## src/rtl/spi_flash_boot_loader.sv

```systemverilog
// Boot-time copier: one continuous SPI READ (0x03) from flash, WORD_COUNT little-endian words into SPRAM.
// done rises on clk edge 2 + 2*CLK_DIV*(32 + 32*WORD_COUNT), counting the first rising edge after rstn release as edge 1.
module spi_flash_boot_loader #(
  parameter logic [23:0] FLASH_ADDR = 24'h100000,
  parameter int          WORD_COUNT = 8192,
  parameter int          ADDR_W     = 15,
  parameter int          CLK_DIV    = 1
) (
  input  logic              clk,
  input  logic              rstn,
  output logic              spi_cs,
  output logic              spi_clk,
  output logic              spi_mosi,
  input  logic              spi_miso,
  output logic              sram_we,
  output logic [ADDR_W-1:0] sram_addr,
  output logic [31:0]       sram_din,
  output logic              busy,
  output logic              done
);

  localparam int                DIV_W     = (CLK_DIV > 1) ? $clog2(CLK_DIV) : 1;
  localparam logic [DIV_W-1:0]  DIV_LAST  = DIV_W'(CLK_DIV - 1);
  localparam logic [DIV_W-1:0]  DIV_ONE   = DIV_W'(1);
  localparam logic [ADDR_W-1:0] LAST_WORD = ADDR_W'(WORD_COUNT - 1);
  localparam logic [ADDR_W-1:0] ADDR_ONE  = ADDR_W'(1);
  localparam logic [31:0]       HEADER    = {8'h03, FLASH_ADDR};

  typedef enum logic [2:0] {
    IDLE = 3'd0,
    CMD  = 3'd1,
    DATA = 3'd2,
    FIN  = 3'd3,
    DONE = 3'd4
  } state_t;

  state_t             state_r, state_nxt;
  logic [DIV_W-1:0]   div_cnt_r;
  logic [4:0]         bit_cnt_r;
  logic [ADDR_W-1:0]  word_cnt_r;
  logic [31:0]        hdr_r;
  logic [30:0]        rx_r;
  logic               spi_cs_r, spi_clk_r, spi_mosi_r, sram_we_r, busy_r, done_r;
  logic [ADDR_W-1:0]  sram_addr_r;
  logic [31:0]        sram_din_r;

  logic               shifting_s, phase_end_s, rise_s, fall_s, last_bit_s, last_word_s;
  logic [31:0]        rx_word_s;
  logic               spi_cs_nxt, busy_nxt, done_nxt, sram_we_nxt;

  // First flash byte of a word arrives in the top byte of the shift register.
  function automatic logic [31:0] swap_bytes(input logic [31:0] w);
    return {w[7:0], w[15:8], w[23:16], w[31:24]};
  endfunction

  assign shifting_s  = (state_r == CMD) || (state_r == DATA);
  assign phase_end_s = shifting_s && (div_cnt_r == DIV_LAST);
  assign rise_s      = phase_end_s && !spi_clk_r;
  assign fall_s      = phase_end_s && spi_clk_r;
  assign last_bit_s  = (bit_cnt_r == 5'd31);
  assign last_word_s = (word_cnt_r == LAST_WORD);
  assign rx_word_s   = {rx_r, spi_miso};

  // State register.
  always_ff @(posedge clk or negedge rstn) begin
    if (!rstn) begin
      state_r <= IDLE;
    end else begin
      state_r <= state_nxt;
    end
  end

  // Next-state logic; CMD flows into DATA with no gap on the same bit boundary.
  always_comb begin
    state_nxt = state_r;
    case (state_r)
      IDLE: state_nxt = CMD;
      CMD: begin
        if (fall_s && last_bit_s) begin
          state_nxt = DATA;
        end else begin
          state_nxt = CMD;
        end
      end
      DATA: begin
        if (fall_s && last_bit_s && last_word_s) begin
          state_nxt = FIN;
        end else begin
          state_nxt = DATA;
        end
      end
      FIN:     state_nxt = DONE;
      DONE:    state_nxt = DONE;
      default: state_nxt = IDLE;
    endcase
  end

  // Output decode: next values of the registered control outputs.
  always_comb begin
    spi_cs_nxt  = 1'b1;
    busy_nxt    = 1'b0;
    done_nxt    = 1'b0;
    sram_we_nxt = (state_r == DATA) && rise_s && last_bit_s;
    case (state_r)
      IDLE, CMD, DATA: begin
        spi_cs_nxt = 1'b0;
        busy_nxt   = 1'b1;
        done_nxt   = 1'b0;
      end
      FIN, DONE: begin
        spi_cs_nxt = 1'b1;
        busy_nxt   = 1'b0;
        done_nxt   = 1'b1;
      end
      default: begin
        spi_cs_nxt = 1'b1;
        busy_nxt   = 1'b0;
        done_nxt   = 1'b0;
      end
    endcase
  end

  // SPI shifter, bit/word counters and SPRAM write port.
  always_ff @(posedge clk or negedge rstn) begin
    if (!rstn) begin
      div_cnt_r   <= '0;
      bit_cnt_r   <= 5'd0;
      word_cnt_r  <= '0;
      hdr_r       <= 32'd0;
      rx_r        <= 31'd0;
      spi_cs_r    <= 1'b1;
      spi_clk_r   <= 1'b0;
      spi_mosi_r  <= 1'b0;
      sram_we_r   <= 1'b0;
      sram_addr_r <= '0;
      sram_din_r  <= 32'd0;
      busy_r      <= 1'b0;
      done_r      <= 1'b0;
    end else begin
      spi_cs_r  <= spi_cs_nxt;
      busy_r    <= busy_nxt;
      done_r    <= done_nxt;
      sram_we_r <= sram_we_nxt;
      if (state_r == IDLE) begin
        div_cnt_r  <= '0;
        bit_cnt_r  <= 5'd0;
        word_cnt_r <= '0;
        hdr_r      <= {HEADER[30:0], 1'b0};
        spi_mosi_r <= HEADER[31];
        spi_clk_r  <= 1'b0;
      end else if (rise_s) begin
        div_cnt_r <= '0;
        spi_clk_r <= 1'b1;
        if (state_r == DATA) begin
          rx_r <= rx_word_s[30:0];
        end else begin
          rx_r <= rx_r;
        end
      end else if (fall_s) begin
        div_cnt_r <= '0;
        spi_clk_r <= 1'b0;
        bit_cnt_r <= bit_cnt_r + 5'd1;
        // After the 32nd header bit the shifter holds zeros, so mosi idles low in DATA.
        if (state_r == CMD) begin
          spi_mosi_r <= hdr_r[31];
          hdr_r      <= {hdr_r[30:0], 1'b0};
        end else begin
          spi_mosi_r <= 1'b0;
        end
        if ((state_r == DATA) && last_bit_s && !last_word_s) begin
          word_cnt_r <= word_cnt_r + ADDR_ONE;
        end else begin
          word_cnt_r <= word_cnt_r;
        end
      end else if (shifting_s) begin
        div_cnt_r <= div_cnt_r + DIV_ONE;
      end else begin
        div_cnt_r <= '0;
      end
      if (sram_we_nxt) begin
        sram_din_r <= swap_bytes(rx_word_s);
      end else begin
        sram_din_r <= sram_din_r;
      end
      // Address advances after each strobe but parks on the last word.
      if (sram_we_r && (sram_addr_r != LAST_WORD)) begin
        sram_addr_r <= sram_addr_r + ADDR_ONE;
      end else begin
        sram_addr_r <= sram_addr_r;
      end
    end
  end

  assign spi_cs    = spi_cs_r;
  assign spi_clk   = spi_clk_r;
  assign spi_mosi  = spi_mosi_r;
  assign sram_we   = sram_we_r;
  assign sram_addr = sram_addr_r;
  assign sram_din  = sram_din_r;
  assign busy      = busy_r;
  assign done      = done_r;

endmodule

```

## config.mk

```make
export PLATFORM = sky130hd
export DESIGN_NAME = spi_flash_boot_loader
export DESIGN_NICKNAME = d
export VERILOG_FILES = /design/src/rtl/spi_flash_boot_loader.sv
export SDC_FILE = /design/constraint.sdc
export NUM_CORES = 1
export LEC_CHECK = 0
export BUFFER_PORTS_ARGS = -buffer_cell sky130_fd_sc_hd__buf_4
export CORE_MARGIN = 10
export CORE_UTILIZATION = 62
export CTS_CLUSTER_SIZE = 24
export DETAILED_ROUTE_END_ITERATION = 10
export HOLD_SLACK_MARGIN = 0.06
export PLACE_DENSITY_LB_ADDON = 0.1
export SYNTH_ARGS = -nofsm -noshare
export SYNTH_HDL_FRONTEND = slang
export SYNTH_SLANG_ARGS = --single-unit
```

## constraint.sdc

```tcl
create_clock -name clk -period 4.1 [get_ports clk]
set_input_delay 0.82 -clock clk [delete_from_list [all_inputs] [get_ports clk]]
set_output_delay 0.82 -clock clk [all_outputs]
set_load 0.01 [all_outputs]
```

==> Word-level counts from Yosys, hierarchy flattened <==
Index checks and enable logic that the tools add are counted.
{ "totals": {"register_bits": 140, "inputBits": 3, "output_inout_bits": 53, "word_cells": 80} }
{ "op_classes": {"add_sub_neg": 4, "eq_ne": 8, "muxes": 28, "bitwise": 2, "n_reduce_logical": 24} }
{ "ops": {"columns": ["op", "count"], "rows": [
  ["2-to-1 mux 32 bit", 4],
  ["2-to-1 mux 15 bit", 4],
  ["adder 15 x 1 -> 15 bit, second input constant", 2],
  ["equality test 15 x 13 -> 1 bit, second input constant", 1],
  ["2-to-1 mux 1 bit", 15],
  ["2-to-1 mux 5 bit", 3],
  ["inequality test 15 x 13 -> 1 bit, second input constant", 1],
  ["case mux 3 bit (4 select lines)", 1],
  ["logical AND 1 bit", 10],
  ["AND reduction 3 bit", 3],
  ["equality test 3 x 2 -> 1 bit, second input constant", 2],
  ["nonzero test 2 bit", 3],
  ["adder 5 x 1 -> 5 bit, second input constant", 1],
  ["equality test 5 bit, second input constant", 1],
  ["equality test 3 x 1 -> 1 bit, second input constant", 1],
  ["equality test 3 bit, second input constant", 1],
  ["zero test 3 bit", 1],
  ["nonzero test 3 bit", 1],
  ["OR reduction 3 bit", 1],
  ["zero test 1 bit", 2],
  ["2-to-1 mux 2 bit", 1],
  ["inequality test 2 x 1 -> 1 bit, second input constant", 1],
  ["NOT 1 bit", 2],
  ["AND reduction 2 bit", 1],
  ["other kinds (3)", 3]
]} }

==> Longest topological paths before layout <==
{ "depth": {"ltp_word": 8, "ltp_mapped": 7, "depth_no_buf": 7} }

==> Worst setup path after synthesis <==
No wires, ideal clock.
{ "synth_timing": {"path_type": "flip-flop to flip-flop", "start": "register bit_cnt_r[0]", "end": "register word_cnt_r[10]", "setup_time_ns": 0.078, "arrival_time_ns": 1.871, "required_ns": 4.022, "setup_slack_ns": 2.151, "path_stages_with_launch": 8, "n_path_buf": 0, "period_less_slack_ns": 1.949, "path_cell_list": "dfrtp_1 -> ha_1 -> and3_1 -> ha_1 -> nand3b_1 -> nor4_2 -> or4b_1 -> a21oi_1"} }
{ "synth_between": {"elab_chain_len": 5} }
{ "synth_rtl": {"columns": ["element", "line_no", "source"], "rows": [
  ["from (decl)", "39", "logic [4:0] bit_cnt_r;"],
  ["from (signal assigned)", "162", "bit_cnt_r <= bit_cnt_r + 5'd1;"],
  ["equality test 5 bit", "60", "assign last_bit_s = (bit_cnt_r == 5'd31);"],
  ["logical AND 1 bit (2 in series)", "170", "if ((state_r == DATA) && last_bit_s && !last_word_s) begin"],
  ["nonzero test 2 bit (no line)", null, null],
  ["AND reduction 3 bit (no line)", null, null],
  ["to (signal assigned)", "171", "word_cnt_r <= word_cnt_r + ADDR_ONE;"],
  ["to (signal assigned)", "173", "word_cnt_r <= word_cnt_r;"],
  ["to (decl)", "40", "logic [ADDR_W-1:0] word_cnt_r;"]
]} }
No other way between the ends.
A chain may end at the register's enable or synchronous reset.

==> results.txt <==
----------------------------------------------------
[Outcome]
  Outcome ... completed

[Yosys]
  Post-synthesis cell type count ... 56
  Post-synthesis sequential area ratio ... 0.585
  Yosys synthesis warning count ... 0
  Netlist Area Pre-Place ... 5050 um^2
  Number of register bits inferred by synthesis ... 118
  Share of synthesized flip-flops with an asynchronous set or reset ... 1.00
  Primary flip-flop cell chosen by synthesis mapping ... dfrtp_1
  Average size of a mapped cell ... 12.8 um^2
  Count of flip-flops with a built-in enable after synthesis ... 0
  Synth Instances ... 395
  Net count after synthesis ... 402

[Flow run]
  Max-cap violations ... 0

[Final layout]
  Most common cell after layout, fill and taps aside ... dfrtp_1
  Antenna fix cells ... 0
  Signed area change from the synthesized netlist to the final layout ... 21.7%
  Highest-count cells in the layout ignoring fill and taps ... dfrtp_1 (117), buf_4 (59), mux2_2 (53)
  Share of layout cells above drive strength 1 ... 0.327
  Final Net Count ... 468
  Final cell area excluding filler cells ... 6140 um^2
  Number of inserted filler cells in the final layout ... 453

[Detailed routing]
  Highest metal layer with signal wires ... met4
  # DRC ... 0
  Met2 WL ... about 5200 um
  Drt wl/cell ... 18.0 um
  Detailed-route via count ... around 3400
  Detailed router's first-iteration violation count ... 210
  Via density per instance ... 5.92
  Number of search-and-repair iterations in the first detailed-routing pass ... 5
  Routed length on met3 ... around 690 um
  Count of antenna-violating nets left after detailed routing ... 0
  Sum of routed wire length over all layers ... 10400 um
  Met1 Routed Length ... ~4400 um

[Floorplan]
  Placeable core region ... approximately 8000 um^2
  Height of the chip ... approximately 110 um
  Initial standard-cell utilization of the core ... 0.646
  Count of pins on the block boundary ... 56
  Width of the chip ... 110 um
  Std cell rows ... 32
  Die outline area ... 12100 um^2

[STA]
  Worst slew margin relative to its limit ... 0.216
  Final setup slack of the worst path ... 1.60 ns
  Final worst path period share ... 0.610
  Period minus WS final ... 2.50 ns
  Slew @ Worst Pin ... 1.17 ns
  Number of endpoints with negative hold slack in the final report ... 0
  Sum of negative setup slack ... 0 ns
  Setup Viol. Count Final ... 0
  Highest Clock Rate ... 0.400 GHz
  Skew final ... a little under 0.007 ns
  Setup repair after global routing missed its margin ... false
  Count of pins over their slew limit ... 0

[Clock network]
  Clock tree from TritonCTS ... built
  Buffers inserted by post-CTS timing repair ... 0
  Total CTS buffers ... 17
  Root cell of the clock tree ... clkbuf_8
  Clock sink count ... 118
  Clock tree buffer depth ... 2
  Clock transition at the registers of the reported paths ... ~0.050 ns
  Total number of H-tree levels ... 4
  Latest clock arrival within the worst-skew pair ... ~0.51 ns
  Total of cells resized after clock tree synthesis ... 0
  Post-CTS Hold Fix Bufs ... 0

[Global routing]
  Global-route wire length before repair ... 17500 um
  Via count of the first global-routing pass ... 3563
  Largest net degree at the start of global routing ... 73
  GR Util All Layers ... 0.184
  Initial antenna violation count ... 0
  Leftover overflow at the end of global routing ... 0

[Critical path]
  WP data required ... 4.50 ns
  Reg2Reg Setup Slack ... 1.60 ns
  Arrival time at the worst endpoint ... 2.90 ns
  Crit path max fanout ... 14
  Critical path type ... register to register
  Kind of start point of the critical path ... register
  Type of element capturing the critical path ... register

[Power]
  Largest vdd supply drop ... around 0.34 mV
  Power density of the placed cells ... 467 nW/um^2
  Pwr Total ... 2870 uW
  Static power due to leakage ... 0.00303 uW

[Place]
  Port-buffer cells ... 55
  Worst setup slack after placement ... 1.65 ns
  Final estimated routing congestion in global placement ... 0.813
  Instance area at placement ... 5560 um^2
  Placed wire-length estimate after detailed placement ... 6650 um

[Hold path]
  Worst hold-check path type ... input port to async pin

----------------------------------------------------
==> flip-flops by register name (all words and copies together), names as in the netlist <==
name,count
sram_din,32
rx_r,31
sram_addr,15
word_cnt_r,15
hdr_r,11
bit_cnt_r,5
state_r,2
busy,1
div_cnt_r,1
done,1
spi_clk,1
spi_cs,1
spi_mosi,1
sram_we,1
==> area by class of cell <==
class,instances,area [um^2],area share
Sequential cell,118,2950,0.481
Multi-Input combinational cell,257,2000,0.326
Clock buffer,22,463,0.0754
Timing Repair Buffer,59,443,0.0721
Tap cell,102,128,0.0208
Clock inverter,10,123,0.0200
Inverter,8,30.0,0.00489
==> synth_stat cells (all sizes together), types with 2 or more instances <==
master,number,area [um^2]
mux2i,2,20.0
nand2,25,96.4
nand4bb,3,33.8
o21ai,3,15.0
nor2,20,75.1
xor2,12,105
nor4,8,83.8
or4b,2,20.0
xnor2,2,17.5
and3,5,31.3
buf,11,57.6
a21oi,17,85.1
o22a,3,26.3
or3b,2,17.5
dfrtp,117,2930
and2,3,18.8
inv,8,30.0
nor3,8,45.0
a211oi,2,15.0
nand3,15,85.1
o31ai,8,60.1
nand2b,4,25.0
a22o,8,70.1
ha,4,50.1
o211ai,2,15.0
nand4,7,50.1
and4,3,26.3
a31oi,2,12.5
or4,6,45.0
mux2,65,732
nor3b,3,22.5
==> critical path: stages (launching register included) <==
cell     delay [ns]
dfrtp_1        0.55
or3b_2         0.55
nor3_1         0.87
nand2_1        0.18
a22o_1         0.25
==> kinds of logic (layout without fill, tap and decap cells) <==
kind of cell               after synthesis  after routing  share of synthesized area
buffers and inverters                   20             99                     0.0181
DFF                                    118            118                      0.585
and+or+nand+nor                        121            121                      0.145
muxes                                   67             67                      0.149
other                                    1              1                   0.000743
xor gates and xnor gates                14             14                     0.0243
adders and majority gates                5              5                     0.0119
AOI/OAI and AO/OA                       49             49                     0.0657
==> through the flow <==
step / hold slack [ns] / util / cells
global placement: 0.472 / 0.712 / 544
detailed placement: 0.480 / 0.712 / 544
floorplan: 0.451 / - / 395
global route: 0.485 / 0.787 / 576
CTS: 0.464 / 0.787 / 576
finish: 0.436 / 0.787 / 576
==> power breakdown <==
group,switching (uW),total [uW],leakage [uW],internal [uW]
clock network,517,1430,0.000277,915
registers,48.7,1280,0.00161,1230
logic,86.7,157,0.00114,70.6
total,652,2870,0.00303,2210
==> routing by layer <==
layer	global-route usage	up-vias
met4	0.0587	0
met2	0.302	107
met3	0.0749	16
met1	0.218	1712
met5	0	-
li1	-	1576
==> path summary, 6_finish.rpt <==
check                              start            end  cells past startpoint
max                                 done     state_r[0]                      4
min                                 rstn  word_cnt_r[2]                      1
max reg2reg                         done     state_r[0]                      4
min reg2reg                sram_addr[14]  sram_addr[14]                      1
max in group asynchronous           rstn       rx_r[19]                      2
min in group clk           sram_addr[14]  sram_addr[14]                      1
Note: power is estimated with default switching activity, not from simulation.
